$ cat config.mk
export PLATFORM = sky130hd
export DESIGN_NAME = dcache_wt
export DESIGN_NICKNAME = d
export VERILOG_FILES = /design/src/rtl/mips_mem_pkg.sv /design/src/rtl/dcache_array.sv /design/src/rtl/dcache_wt.sv
export SDC_FILE = /design/constraint.sdc
export NUM_CORES = 1
export LEC_CHECK = 0
export CELL_PAD_IN_SITES_DETAIL_PLACEMENT = 1
export CELL_PAD_IN_SITES_GLOBAL_PLACEMENT = 1
export CORE_ASPECT_RATIO = 1.75
export CORE_UTILIZATION = 50
export CTS_CLUSTER_DIAMETER = 60
export CTS_CLUSTER_SIZE = 12
export DETAILED_ROUTE_END_ITERATION = 12
export PLACE_DENSITY = 0.84
export SLEW_MARGIN = 20
export SYNTH_ARGS = -nofsm -noshare
export SYNTH_HDL_FRONTEND = slang
export SYNTH_SLANG_ARGS = --single-unit
$ cat constraint.sdc
create_clock -name clk -period 10.53 [get_ports clk]
set_clock_uncertainty 0.15 [all_clocks]
set_input_delay 2.6325 -clock clk [delete_from_list [all_inputs] [get_ports clk]]
set_output_delay 2.6325 -clock clk [all_outputs]
set_load 0.1 [all_outputs]
$ cat src/rtl/mips_mem_pkg.sv
// Types and constants shared by the core-side memory blocks.
// A word is four bytes with element 0 in the most significant position.
package mips_mem_pkg;

  typedef logic [7:0] byte_t;
  typedef byte_t [0:3] word_bytes_t;

  typedef enum logic [1:0] {
    IDLE,
    RD_MISS,
    WR_THRU
  } cache_state_t;

  localparam int WORD_ADDR_LSB = 2;

endpackage

$ cat src/rtl/dcache_array.sv
// Valid/tag/data storage for the direct-mapped cache: combinational read,
// synchronous write and a synchronous bulk invalidate that wins over a write.
module dcache_array
  import mips_mem_pkg::*;
#(
  parameter int NUM_LINES = 16,
  parameter int IDX_W     = $clog2(NUM_LINES),
  parameter int TAG_W     = 30 - IDX_W
) (
  input  logic             clk,
  input  logic             rst_b,
  input  logic [IDX_W-1:0] idx,
  input  logic             we,
  input  logic [TAG_W-1:0] wr_tag,
  input  word_bytes_t      wr_data,
  input  logic             inval,
  output logic             rd_valid,
  output logic [TAG_W-1:0] rd_tag,
  output word_bytes_t      rd_data
);

  logic [NUM_LINES-1:0] valid;
  logic [TAG_W-1:0]     tags  [NUM_LINES];
  word_bytes_t          data  [NUM_LINES];

  always_ff @(posedge clk or negedge rst_b) begin
    if (!rst_b) begin
      valid <= '0;
    end else if (inval) begin
      valid <= '0;
    end else if (we) begin
      valid[idx] <= 1'b1;
    end
  end

  // Tag and data carry no reset; the valid bit alone qualifies them.
  always_ff @(posedge clk) begin
    if (we) begin
      tags[idx] <= wr_tag;
      data[idx] <= wr_data;
    end
  end

  assign rd_valid = valid[idx];
  assign rd_tag   = tags[idx];
  assign rd_data  = data[idx];

endmodule

$ cat src/rtl/dcache_wt.sv
// Direct-mapped, write-through, no-write-allocate data cache with one word per line.
// Load hits return combinationally; load misses and all stores stall the core.
module dcache_wt
  import mips_mem_pkg::*;
#(
  parameter int NUM_LINES = 16
) (
  input  logic        clk,
  input  logic        rst_b,
  input  logic [31:0] core_addr,
  input  logic        core_rd_en,
  input  logic        core_wr_en,
  input  word_bytes_t core_wdata,
  output word_bytes_t core_rdata,
  output logic        core_stall,
  input  logic        flush,
  output logic [31:0] mem_addr,
  output logic        mem_rd_en,
  output logic        mem_wr_en,
  output word_bytes_t mem_wdata,
  input  word_bytes_t mem_rdata,
  input  logic        mem_ready,
  output logic [31:0] hit_count,
  output logic [31:0] miss_count
);

  localparam int IDX_W = $clog2(NUM_LINES);
  localparam int TAG_W = 30 - IDX_W;

  cache_state_t     state, state_nxt;
  logic [31:0]      word_addr;
  logic [IDX_W-1:0] idx;
  logic [TAG_W-1:0] tag;
  logic             line_valid;
  logic [TAG_W-1:0] line_tag;
  word_bytes_t      line_data;
  logic             hit, rd_req, wr_req;
  logic             arr_we, inval;
  word_bytes_t      arr_wdata;
  logic             flush_pend, just_filled;
  logic             stall_int;
  word_bytes_t      rdata_int;

  function automatic logic [31:0] sat_inc(input logic [31:0] v);
    return (v == 32'hFFFF_FFFF) ? v : v + 32'd1;
  endfunction

  assign word_addr = core_addr & 32'hFFFF_FFFC;
  assign idx       = word_addr[IDX_W+1:WORD_ADDR_LSB];
  assign tag       = word_addr[31:IDX_W+2];
  assign hit       = line_valid && (line_tag == tag);
  assign wr_req    = core_wr_en;
  assign rd_req    = core_rd_en && !core_wr_en;

  // A flush seen while busy is held until the first IDLE cycle.
  assign inval = (state == IDLE) && (flush || flush_pend);

  dcache_array #(
    .NUM_LINES(NUM_LINES),
    .IDX_W    (IDX_W),
    .TAG_W    (TAG_W)
  ) u_array (
    .clk     (clk),
    .rst_b   (rst_b),
    .idx     (idx),
    .we      (arr_we),
    .wr_tag  (tag),
    .wr_data (arr_wdata),
    .inval   (inval),
    .rd_valid(line_valid),
    .rd_tag  (line_tag),
    .rd_data (line_data)
  );

  always_comb begin
    state_nxt = state;
    stall_int = 1'b0;
    rdata_int = '0;
    mem_rd_en = 1'b0;
    mem_wr_en = 1'b0;
    mem_addr  = '0;
    mem_wdata = '0;
    arr_we    = 1'b0;
    arr_wdata = core_wdata;
    unique case (state)
      IDLE: begin
        if (wr_req) begin
          stall_int = 1'b1;
          state_nxt = WR_THRU;
          arr_we    = hit;
        end else if (rd_req) begin
          if (hit) begin
            rdata_int = line_data;
          end else begin
            stall_int = 1'b1;
            state_nxt = RD_MISS;
          end
        end
      end
      RD_MISS: begin
        stall_int = 1'b1;
        mem_rd_en = 1'b1;
        mem_addr  = word_addr;
        if (mem_ready) begin
          arr_we    = 1'b1;
          arr_wdata = mem_rdata;
          state_nxt = IDLE;
        end
      end
      WR_THRU: begin
        stall_int = 1'b1;
        mem_wr_en = 1'b1;
        mem_addr  = word_addr;
        mem_wdata = core_wdata;
        if (mem_ready) begin
          state_nxt = IDLE;
        end
      end
      default: state_nxt = IDLE;
    endcase
  end

  // While reset is held the core sees an idle, non-stalling cache.
  assign core_stall = stall_int && rst_b;
  assign core_rdata = rst_b ? rdata_int : '0;

  always_ff @(posedge clk or negedge rst_b) begin
    if (!rst_b) begin
      state       <= IDLE;
      flush_pend  <= 1'b0;
      just_filled <= 1'b0;
      hit_count   <= '0;
      miss_count  <= '0;
    end else begin
      state       <= state_nxt;
      flush_pend  <= (state != IDLE) && (flush || flush_pend);
      just_filled <= (state == RD_MISS) && mem_ready;
      // The cycle right after a fill re-reads the same load and is not a new hit.
      if ((state == IDLE) && rd_req && hit && !just_filled) begin
        hit_count <= sat_inc(hit_count);
      end
      if ((state == IDLE) && rd_req && !hit) begin
        miss_count <= sat_inc(miss_count);
      end
    end
  end

endmodule

Word-level counts from Yosys, hierarchy flattened
Memories as Yosys holds them, arrays and structs flattened.
Cells that the tools add are included.
Widths: inputs -> output; s select.
{"block": "word_totals", "register_bits": 84, "ram_bits": 928, "inputBits": 102, "output_inout_bits": 163, "wordCells": 76, "mem_count": 2}
{"name": "u_array.data", "depth": 16, "width": 32, "rd": 1, "rd_clocked_by_memory_dff": 0, "write_ports": 1, "line_no": "dcache_array.sv:24", "rtl": "word_bytes_t data [NUM_LINES];"}
{"name": "u_array.tags", "depth": 16, "width": 26, "rd": 1, "rd_clocked_by_memory_dff": 0, "write_ports": 1, "line_no": "dcache_array.sv:23", "rtl": "logic [TAG_W-1:0] tags [NUM_LINES];"}
{"block": "op_classes", "add_sub_neg": 2, "magnitude_cmp": 2, "n_eq_ne": 8, "muxes": 31, "n_bitwise": 3, "n_reduce_logical": 22}
{"cell": "$mux 32", "count": 9}
{"cell": "$add 32x1->32 const B", "count": 2}
{"cell": "$eq 32x32->1 const B", "count": 2}
{"cell": "$mux 16", "count": 2}
{"cell": "$eq 26x26->1", "count": 1}
{"cell": "$or 16x16->16", "count": 1}
{"cell": "$logic_and 1x1->1", "count": 11}
{"cell": "$mux 1", "count": 11}
{"cell": "$mux 2", "count": 4}
{"cell": "$ne 3x3->1 const B", "count": 2}
{"cell": "$lt 4x5->1 const B", "count": 1}
{"cell": "$bmux 1 s4", "count": 1}
{"cell": "$demux 1 s4", "count": 1}
{"cell": "$ge 4x1->1 const B", "count": 1}
{"cell": "$pmux 1 s2", "count": 2}
{"cell": "$pmux 2 s2", "count": 1}
{"cell": "$reduce_and 2->1", "count": 2}
{"cell": "$reduce_bool 2->1", "count": 2}
{"cell": "$logic_not 1->1", "count": 3}
{"cell": "$reduce_and 3->1", "count": 1}
{"cell": "$eq 2x1->1 const B", "count": 1}
{"cell": "$eq 2x2->1 const B", "count": 1}
{"cell": "$logic_not 2->1", "count": 1}
{"cell": "$ne 2x1->1 const B", "count": 1}
{"cell": "other kinds (3)", "count": 4}

Depth between registers and ports, before layout
Gate-level depths: netlist of run 1.
{"block": "logic_depth", "ltp_word": 8, "mapped_depth": 16}

By module
From an unflattened synthesis of run 1, not the netlist that was laid out.
{"block": "hier_totals", "hier_cells": 2024, "hier_area_um2": 40431.3}
{"module": "dcache_array", "instances": 1, "cells_each": 1505, "area_per_inst_um2": 35466.5, "seq_area_each_um2": 28267.1}
{"module": "dcache_wt", "instances": 1, "cells_each": 519, "area_per_inst_um2": 4964.8, "seq_area_each_um2": 1701.6}

Worst setup path after synthesis of run 1
Ideal clock, no wire load.
{"block": "synth_timing", "path_kind": "input to output", "start": "input port core_addr[3]", "end": "output port core_stall", "arrival_time_ns": 7.904, "t_required_ns": 7.748, "setup_slack_ns": -0.156, "cell_stages": 14, "cell_sequence": "buf_2 buf_4 clkbuf_1 or2b_2 o22ai_1 a221oi_2 xnor2_1 a21o_1 and3_1 and3_1 buf_6 nor2_1 nor3_1 nor4b_1"}
{"block": "synth_between", "elab_chain_len": 8, "elab_cells_between_ends": 10}
{"element": "from (decl)", "line_no": "dcache_wt.sv:10", "rtl": "input logic [31:0] core_addr,"}
{"element": "$mem_v2 16x26 or $bmux 1 s4 (tied branches)"}
{"element": "$eq 26x26->1 or $mux 1 (tied branches)", "line_no": "dcache_wt.sv:51, dcache_array.sv:44"}
{"element": "$logic_and 1x1->1 (*)", "line_no": "dcache_wt.sv:51", "rtl": "assign hit = line_valid && (line_tag == tag);"}
{"element": "$mux 1 (*)", "line_no": "dcache_wt.sv:92", "rtl": "if (hit) begin"}
{"element": "$mux 1 (*)", "line_no": "dcache_wt.sv:91", "rtl": "end else if (rd_req) begin"}
{"element": "$mux 1 (*)", "line_no": "dcache_wt.sv:87", "rtl": "if (wr_req) begin"}
{"element": "$pmux 1 s2 (*)", "line_no": "dcache_wt.sv:85", "rtl": "unique case (state)"}
{"element": "$logic_and 1x1->1 (*)", "line_no": "dcache_wt.sv:124", "rtl": "assign core_stall = stall_int && rst_b;"}
{"element": "to (decl)", "line_no": "dcache_wt.sv:15", "rtl": "output logic core_stall,"}
Mark *: on every way between the ends. The rest lies on a longest branch, timed or not. The select of a mux whose other input is x is not followed.

==> impl_metrics.ini, run 1 <==
[die]
core.rowCount = 138
die_h_um = 380.9
start_util_pct = 50.64
chipWidth_um = 218.5
coreArea_um2 = 80980
ioPinCount = 265
dieArea_um2 = 83210

[cells_and_area]
synthToLayoutAreaGrowth_pct = 16.96
drive_above_1_share_pct = 22.13
nNetsFinal = 2488
instances_no_fill = 3452

[synthesis]
yosys.area_share.adder_pct = 0.1831
synth_top_family_by_area = multiplexers
synthesis.instances = 2056
top_cell_type_by_total_area_after_synthesis = edfxtp_1
synth_edf_count = 928
yosys_register_bits = 1012
synth-async-reset-ratio_pct = 8.300
synthesis.area_um2 = 41010
yosysSeqAreaShare_pct = 73.08
post_synth_simple_gate_area_pct = 4.680
synth_area_per_cell_um2 = 19.95
yosys_warnings = 0
synthTopCellsByCount = edfxtp_1 (928), mux4_2 (231), mux2i_1 (85)
synth_compound_area_share_pct = 2.160
synth_flop_cell = edfxtp_1
yosys.cell_types.count = 80
synth_most_common_cell = edfxtp_1
yosys.area_share.xor_xnor_pct = 2.029
synth_top_area_share_pct = 67.95
post_synth_mux_area_share_pct = 16.16
post_synth_main_area_contributors = edfxtp_1 (68%), mux4_2 (13%), dfrtp_1 (5.1%)

[grt]
global_route.peak_usage_layer = met2
grt_start_max_net_pins = 85
grt_pass1_wl_um = 163900
vias_in_the_first_global_route = 24222
gr-usage-met3_pct = 4.559
grt_antenna_before_repair = 2
gr-usage-all-layers_pct = 27.55
globalRouteOverflowTotal = 0
globalRouteMet2Util_pct = 48.90
gr-usage-met1_pct = 33.16

[setup_path]
crit_required_ns = 7.75
critPathMaxStageDelay_ns = 0.76
critical_path_peak_fanout = 48
critical_path.top_delay_family = compound AO/OA/AOI/OAI gates
worstRegToRegCells = 11
crit_path_top_cell_by_count = buf_4
critPathBufInv = 4
worst_path_max_delay_cell = a2111oi_0
end_kind = output port
r2r_end = u_array.data[15][8]
startpoint_type = primary input
crit-reg2reg-launch = u_array.tags[14][23]
ff2ff_setup_slack_ns = 5.34
path_class = primary input to output port
worst_ep_arrival_time_ns = 7.04
timing.critical_path.cells = buf_8 > buf_4 > mux4_2 > mux2i_1 > xor2_1 > nor2_1 > a2111oi_0 > o2111a_1 > and3_1 > nand3_2 > buf_4 > nor2b_1 > buf_12
crit_path_depth = 13

[flow_run]
maxCapViolations = 0

[hold_path]
holdCritPathClass = flop to flop
depth_of_the_worst_hold_timing_path = 1
holdPathEnd = u_array.valid[15]
hp-start = u_array.valid[15]

[clock_tree]
cts.clk_slew.worst_paths_ns = 0.06
ctsResizeCount = 0
cts_max_path_buffers = 3
cts_made_buffers = 95
cts.root.buffer_cell = clkbuf_16
cts_setup_buffers = 0
tritoncts_num_sinks = 1012
number_of_levels_in_the_clock_h_tree = 3
cts_tree = yes
clock_latency_ns = 0.69
postCtsHoldBufs = 0

[sta]
max_freq_mhz = 101.8
timing.final.ws_setup_ns = 0.7047
worstMarginPinSlew_ns = 1.035
grt_setup_unrepaired = no
max-slew-margin-rel_pct = 30.79
timing.final.setup_violations = 0
period_share_pct = 93.31
setup-tns-final_ns = 0
final.min_clock_period_ns = 9.825
finalHoldViolations = 0
maxSlewViolCount = 0

[power]
pwr_density_cell_nw_per_um2 = 193.0
leakage_nw = 15.92
irDropWorstVdd_v = 0.0002082

[route]
detailroute.via_count = 22066
drt_iter0_markers = 2281
drt-total-wl_um = 112500
detail_route.first_pass.iterations = 5
drt_drc_violations_left = 0
detail_route.wl_per_cell_um = 32.59
drt-vias-per-instance = 6.392
drtAntennaViolNets = 0

[placed_design]
placed_cells = 3333
detailedPlace.worstSlack_ns = 0.9225
place.detailed.hpwl_um = 62180
gp_congestion = 0.8564
count_of_input_and_output_buffers = 260

[status]
run_status = complete, no violations
==> registers in the layout, summed over array words and instances, names as in the netlist <==
signal	cells
flush_pend	1
hit_count	32
just_filled	1
miss_count	32
state	2
u_array.data	512
u_array.tags	416
u_array.valid	16
==> worst register-to-register path: stages, from the launching register on <==
cell,delay (ns)
edfxtp_1,0.38
mux4_2,0.48
mux2i_1,0.18
xor2_1,0.17
nor2_1,0.11
a2111oi_0,0.76
o2111a_1,0.49
and3_1,0.28
buf_4,0.20
a31oi_4,0.35
nor3_4,0.70
buf_12,0.46
==> worst max-delay path by stage <==
stage	from	to	slack [ns]
2_1_floorplan	core_addr[2]	u_array.data[10][0]	0.77
3_3_place_gp	core_addr[2]	core_rdata[13]	0.92
3_5_place_dp	core_addr[2]	core_rdata[13]	0.92
4_1_cts	core_addr[2]	core_rdata[29]	0.75
5_1_grt	core_addr[2]	core_rdata[29]	0.64
6_report	core_addr[2]	core_rdata[4]	0.70
==> cell usage in the layout, fill, tap and decap left out, types with 5 or more instances in the layout <==
cell | synthesis | layout
o21a_1 | 16 | 16
buf_12 | 4 | 44
and4_1 | 7 | 7
a22oi_1 | 20 | 20
clkdlybuf4s50_1 | 0 | 222
xor2_1 | 51 | 51
o21ai_0 | 10 | 10
o22ai_1 | 7 | 7
a221oi_1 | 6 | 6
nor2b_1 | 38 | 38
xnor2_1 | 44 | 44
nor4_1 | 13 | 13
mux2_2 | 51 | 51
nor3_2 | 10 | 12
nand2_1 | 57 | 57
nand2b_1 | 6 | 6
clkbuf_16 | 0 | 98
buf_4 | 10 | 57
and2_1 | 68 | 67
nor2_1 | 36 | 36
nand3_1 | 22 | 21
inv_1 | 22 | 22
and3_1 | 11 | 11
mux2i_1 | 85 | 85
nor3_1 | 22 | 13
nor3_4 | 0 | 7
a31oi_1 | 5 | 5
ha_1 | 6 | 6
o211ai_1 | 5 | 5
dfrtp_1 | 84 | 84
a21oi_1 | 9 | 9
nand4_1 | 19 | 19
mux4_2 | 231 | 231
clkbuf_1 | 39 | 12
edfxtp_1 | 928 | 928
==> stage by stage <==
step	total power [mW]	util, %	hold slack, ns	instance area (µm²)
5_1_grt	9.459	59.23	0.3599	47960
2_1_floorplan	5.769	-	0.3089	41020
3_3_place_gp	6.210	56.06	0.3173	45400
4_1_cts	9.305	59.21	0.3394	47950
3_5_place_dp	6.260	56.06	0.3268	45400
6_report	9.259	59.23	0.3380	47960
==> report_power, final <==
part	internal [mW]	leakage [nW]	switching, mW
logic	0.425	5.19	1.22
clock network	1.65	1.25	1.42
registers	4.50	9.48	0.0327
total	6.58	15.9	2.68
==> kinds of logic (layout without fill, tap and decap cells) <==
family                   after synthesis  after routing
flip-flops                          1012           1012
multiplexers                         367            367
AND/OR/NAND/NOR                      335            335
buffers and inverters                125            468
AO/OA/AOI/OAI                        115            115
XOR/XNOR                              95             95
adder cells (fa/ha/maj)                6              6
other                                  1              4
==> cell type report <==
type / count / area [µm²]
Fill cell: 6894 / 33020
Sequential cell: 1012 / 29970
Multi-Input combinational cell: 920 / 10450
Timing Repair Buffer: 327 / 3580
Clock buffer: 110 / 2497
Tap cell: 1050 / 1314
Inverter: 24 / 90.09
Clock inverter: 7 / 57.56
Antenna cell: 2 / 5.005
==> layer usage <==
metal  up-vias  routed length, µm
li1       8943                  -
met1     11625              39900
met2      1246              60520
met3       250               8173
met4         2               3883
met5         -                 13
No activity file was read; power rests on OpenSTA's default activity.
==> run 2: changes to the inputs <==
--- a/config.mk
+++ b/config.mk
@@ -9,7 +9,7 @@
 export CELL_PAD_IN_SITES_GLOBAL_PLACEMENT = 1
 export CORE_ASPECT_RATIO = 1.75
 export CORE_UTILIZATION = 50
-export CTS_CLUSTER_DIAMETER = 60
+export CTS_CLUSTER_DIAMETER = 50
 export CTS_CLUSTER_SIZE = 12
 export DETAILED_ROUTE_END_ITERATION = 12
 export PLACE_DENSITY = 0.84
==> run 2 against run 1 <==
Combinational power about the same. Worst setup slack better by 0.18 ns. Count of clock-buffer cells in the layout unchanged. Worst hold slack better by 0.0053 ns. Largest power group unchanged. Highest routed layer unchanged.
==> impl_metrics.ini, run 2 (same netlist as run 1, synthesis figures left out) <==
[power]
pwr_density_cell_nw_per_um2 = 195.1
leakage_nw = 16.00
irDropWorstVdd_v = 0.0002189

[route]
wl_met1_um = 40670
top_signal_layer_used = met5
detail_route.wl_per_cell_um = 32.72
detail_route.first_pass.iterations = 5
detailroute.via_count = 22218
drtAntennaViolNets = 0
amount_of_wire_on_met2_after_detailed_routing_um = 60410
drt_drc_violations_left = 0
met3RoutedLength_um = 7562
drt_iter0_markers = 2345
drt-total-wl_um = 113200
drt-vias-per-instance = 6.423

[die]
die_h_um = 380.9
chipWidth_um = 218.5
ioPinCount = 265
start_util_pct = 50.64
core.rowCount = 138
coreArea_um2 = 80980
dieArea_um2 = 83210

[cells_and_area]
instances_no_fill = 3459
most_common_library_cell_in_the_layout_ignoring_fill_and_taps = edfxtp_1
design_area_um2 = 48140
final_cell_mix = edfxtp_1 (928), mux4_2 (231), clkdlybuf4s50_1 (222), clkbuf_16 (98), mux2i_1 (85)
layout.core_utilization_pct = 59.44
nNetsFinal = 2490
largest-register = u_array.data
drive_above_1_share_pct = 22.38
reg_top3 = u_array.data: 512 flops, u_array.tags: 416 flops
synthToLayoutAreaGrowth_pct = 17.39
flip_flop_count_of_the_largest_register_all_copies_and_words_added = 512

[sta]
maxSlewViolCount = 0
setup-tns-final_ns = 0
max-slew-margin-rel_pct = 30.35
timing.final.setup_violations = 0
finalHoldViolations = 0
grt_setup_unrepaired = no
final.min_clock_period_ns = 9.648
period_share_pct = 91.62
max_freq_mhz = 103.7
worstMarginPinSlew_ns = 1.042

[setup_path]
path_class = primary input to output port
worstRegToRegCells = 11
startpoint_type = primary input
crit_path_top_cell_by_count = buf_4
crit-reg2reg-launch = u_array.tags[5][19]
worst_path_max_delay_cell = o31ai_1
critical_path.top_delay_family = compound AO/OA/AOI/OAI gates
timing.critical_path.from = core_addr[2]
crit_required_ns = 7.75
worst_ep_arrival_time_ns = 6.87
critPathBufInv = 4
critPathMaxStageDelay_ns = 0.68
timing.critical_path.cells = buf_8 > buf_4 > mux4_2 > mux2i_1 > xnor2_1 > o31ai_1 > o2111a_1 > and3_1 > nand3_2 > buf_4 > nor2b_1 > buf_12
critical_path_peak_fanout = 48
end_kind = output port
r2r_end = u_array.data[5][9]
ff2ff_setup_slack_ns = 5.49

[grt]
vias_in_the_first_global_route = 24249
grt_pass1_wl_um = 165000
gr-usage-all-layers_pct = 27.81
grt_start_max_net_pins = 85
globalRouteOverflowTotal = 0
grt_antenna_before_repair = 1

[placed_design]
gp_congestion = 0.8564
place.detailed.hpwl_um = 62180
placed_cells = 3333
count_of_input_and_output_buffers = 260
placement.cell_area_um2 = 45400

[clock_tree]
postCtsHoldBufs = 0
cts_max_path_buffers = 3
clock_latency_ns = 0.71
cts_made_buffers = 97
cts_setup_buffers = 0
number_of_levels_in_the_clock_h_tree = 3
ctsResizeCount = 0
cts.root.buffer_cell = clkbuf_16
tritoncts_num_sinks = 1012
cts_tree = yes
cts.clk_slew.worst_paths_ns = 0.06

[hold_path]
holdCritPathClass = flop to flop
depth_of_the_worst_hold_timing_path = 1
hp-start = u_array.valid[6]
holdPathEnd = u_array.valid[6]

[status]
run_status = complete, no violations

[flow_run]
maxCapViolations = 0
run 2: final cells by class:
cell class                 instances  area (µm²)
antenna                            1       2.502
clock buffer                     110        2497
clock inverter                    15       232.7
fill                            6874       32840
inverter                          24       90.09
multi-input combinational        920       10450
sequential                      1012       29970
tap                             1050        1314
timing repair buffer             327        3580
run 2: per-stage QoR:
| step | setup slack (ns) | power (mW) | hold WS (ns) |
|---|---|---|---|
| after floorplan | 0.7665 | 5.769 | 0.3089 |
| after global placement | 0.9154 | 6.210 | 0.3173 |
| after detailed placement | 0.9225 | 6.260 | 0.3268 |
| after CTS | 0.8888 | 9.433 | 0.3448 |
| after global routing | 0.6223 | 9.601 | 0.3576 |
| final | 0.8825 | 9.393 | 0.3433 |
run 2: routing by layer:
| metal | up-vias | global-route usage, % |
|---|---|---|
| li1 | 8938 | - |
| met1 | 11728 | 34.02 |
| met2 | 1267 | 48.65 |
| met3 | 283 | 4.327 |
| met4 | 2 | 11.78 |
| met5 | - | 0 |
run 2: power breakdown:
group          switching [mW]  internal [mW]  total [mW]
combinational            1.22          0.426        1.65
sequential             0.0325           4.50        4.54
clock                    1.48           1.73        3.21
total                    2.74           6.66        9.39
run 2: how the worst max path moves through the flow:
stage | depth (start not counted) | slack [ns] | end
after floorplan | 14 | 0.77 | u_array.data[10][0]
after global placement | 13 | 0.92 | core_rdata[13]
after detailed placement | 13 | 0.92 | core_rdata[13]
after CTS | 13 | 0.89 | core_rdata[13]
after global routing | 13 | 0.62 | core_rdata[30]
final | 12 | 0.88 | core_rdata[13]
==> run 3: changes to the inputs <==
--- a/config.mk
+++ b/config.mk
@@ -9,6 +9,7 @@
 export CELL_PAD_IN_SITES_GLOBAL_PLACEMENT = 1
 export CORE_ASPECT_RATIO = 1.75
 export CORE_UTILIZATION = 50
+export CTS_BUF_LIST = sky130_fd_sc_hd__clkbuf_16
 export CTS_CLUSTER_DIAMETER = 50
 export CTS_CLUSTER_SIZE = 12
 export DETAILED_ROUTE_END_ITERATION = 12
==> run 3 against run 2 <==
Design area did not move. Global-route usage is the same. First-iteration DRC count is 4.9% lower. Non-clock buffer count unchanged. Flip-flop and latch count stayed put. Register-to-register slack about the same. Die area did not move. Combinational power barely moved.
==> impl_metrics.ini, run 3 (same netlist as run 1, synthesis figures left out) <==
[status]
run_status = complete, no violations

[clock_tree]
cts_tree = yes
clock_latency_ns = 0.71
cts_made_buffers = 97
number_of_levels_in_the_clock_h_tree = 3
cts_max_path_buffers = 3
postCtsHoldBufs = 0
cts_setup_buffers = 0
cts.root.buffer_cell = clkbuf_16
tritoncts_num_sinks = 1012
ctsResizeCount = 0
cts.clk_slew.worst_paths_ns = 0.06

[die]
chipWidth_um = 218.5
dieArea_um2 = 83210
ioPinCount = 265
start_util_pct = 50.64
coreArea_um2 = 80980
die_h_um = 380.9
core.rowCount = 138

[setup_path]
critical_path_peak_fanout = 48
end_kind = output port
crit_required_ns = 7.75
worst_ep_arrival_time_ns = 6.84
crit-reg2reg-launch = u_array.tags[5][19]
timing.critical_path.from = core_addr[2]
path_class = primary input to output port
startpoint_type = primary input

[cells_and_area]
layout.core_utilization_pct = 59.44
reg_top3 = u_array.data: 512 flops, u_array.tags: 416 flops
final_cell_mix = edfxtp_1 (928), mux4_2 (231), clkdlybuf4s50_1 (222), clkbuf_16 (98), mux2i_1 (85)
most_common_library_cell_in_the_layout_ignoring_fill_and_taps = edfxtp_1
drive_above_1_share_pct = 22.38
multiInputGateArea_um2 = 10450
synthToLayoutAreaGrowth_pct = 17.39
flip_flop_count_of_the_largest_register_all_copies_and_words_added = 512
largest-register = u_array.data
instances_no_fill = 3459
nNetsFinal = 2490
ff_latch_area_um2 = 29970
num-fill-cells = 6874

[route]
drt_iter0_markers = 2231
detail_route.first_pass.iterations = 5
drt-vias-per-instance = 6.415
top_signal_layer_used = met5
wl_met1_um = 39970
met3RoutedLength_um = 8287
detailroute.via_count = 22188
detail_route.wl_per_cell_um = 32.70
amount_of_wire_on_met2_after_detailed_routing_um = 60300
drt_drc_violations_left = 0
drtAntennaViolNets = 0
drt-total-wl_um = 113100

[grt]
grt_pass1_wl_um = 165000
globalRouteOverflowTotal = 0
grt_start_max_net_pins = 85
grt_antenna_before_repair = 1
vias_in_the_first_global_route = 24245
gr-usage-all-layers_pct = 27.81

[power]
pwr_density_cell_nw_per_um2 = 194.8
irDropWorstVdd_v = 0.0002195
leakage_nw = 16.05

[hold_path]
hp-start = u_array.valid[6]
holdCritPathClass = flop to flop

[sta]
final.min_clock_period_ns = 9.627
period_share_pct = 91.42
finalHoldWorstSlack_ns = 0.3433
maxSlewViolCount = 0
max-slew-margin-rel_pct = 30.34
finalHoldViolations = 0
worstMarginPinSlew_ns = 1.042
max_freq_mhz = 103.9
setup-tns-final_ns = 0
timing.final.setup_violations = 0
timing.final.ws_setup_ns = 0.9032
grt_setup_unrepaired = no

[placed_design]
gp_congestion = 0.8564
detailedPlace.worstSlack_ns = 0.9225
count_of_input_and_output_buffers = 260
placed_cells = 3333
place.detailed.hpwl_um = 62180

[flow_run]
maxCapViolations = 0
[run 3: final timing paths]
kind,endpoint,slack (ns),cells after the start
setup / recovery,core_rdata[13],0.90,13
hold / removal,u_array.valid[6],0.34,1
setup reg to reg,u_array.data[5][9],5.49,11
hold reg to reg,u_array.valid[6],0.34,1
max in group asynchronous,u_array.valid[3],7.69,2
min in group asynchronous,miss_count[1],2.00,2
[run 3: critical path, cell delays in order]
cell	delay (ns)
buf_8	0.36
buf_4	0.40
mux4_2	0.55
mux2i_1	0.18
xor2_1	0.17
nor2_1	0.13
a2111oi_0	0.56
o2111a_1	0.47
and3_1	0.28
nand3_2	0.10
buf_4	0.26
nor2b_1	0.37
buf_12	0.23
[run 3: layer usage]
metal / track usage, % / vias to the layer above
met4: 11.81 / 2
met1: 34.03 / 11642
met3: 4.327 / 281
li1: - / 8937
met2: 48.63 / 1326
met5: 0 / -
[run 3: cell type report]
type	count	area share (%)
Clock buffer	98	5.094
Antenna cell	1	0.005198
Inverter	24	0.1871
Multi-Input combinational cell	920	21.71
Sequential cell	1012	62.26
Clock inverter	27	0.5770
Timing Repair Buffer	327	7.436
Tap cell	1050	2.729
[run 3: power breakdown]
part / switching [mW] / leakage (nW) / internal [mW] / total, mW
Combinational: 1.22 / 5.19 / 0.426 / 1.65
Sequential: 0.0324 / 9.48 / 4.50 / 4.54
Clock: 1.48 / 1.38 / 1.72 / 3.20
Total: 2.73 / 16.1 / 6.65 / 9.38
[run 3: per-stage QoR]
| step | total power, mW | cell area (µm²) |
|---|---|---|
| 5_1_grt | 9.590 | 48130 |
| 3_3_place_gp | 6.210 | 45400 |
| 3_5_place_dp | 6.260 | 45400 |
| 2_1_floorplan | 5.769 | 41020 |
| 4_1_cts | 9.422 | 48130 |
| 6_report | 9.379 | 48140 |
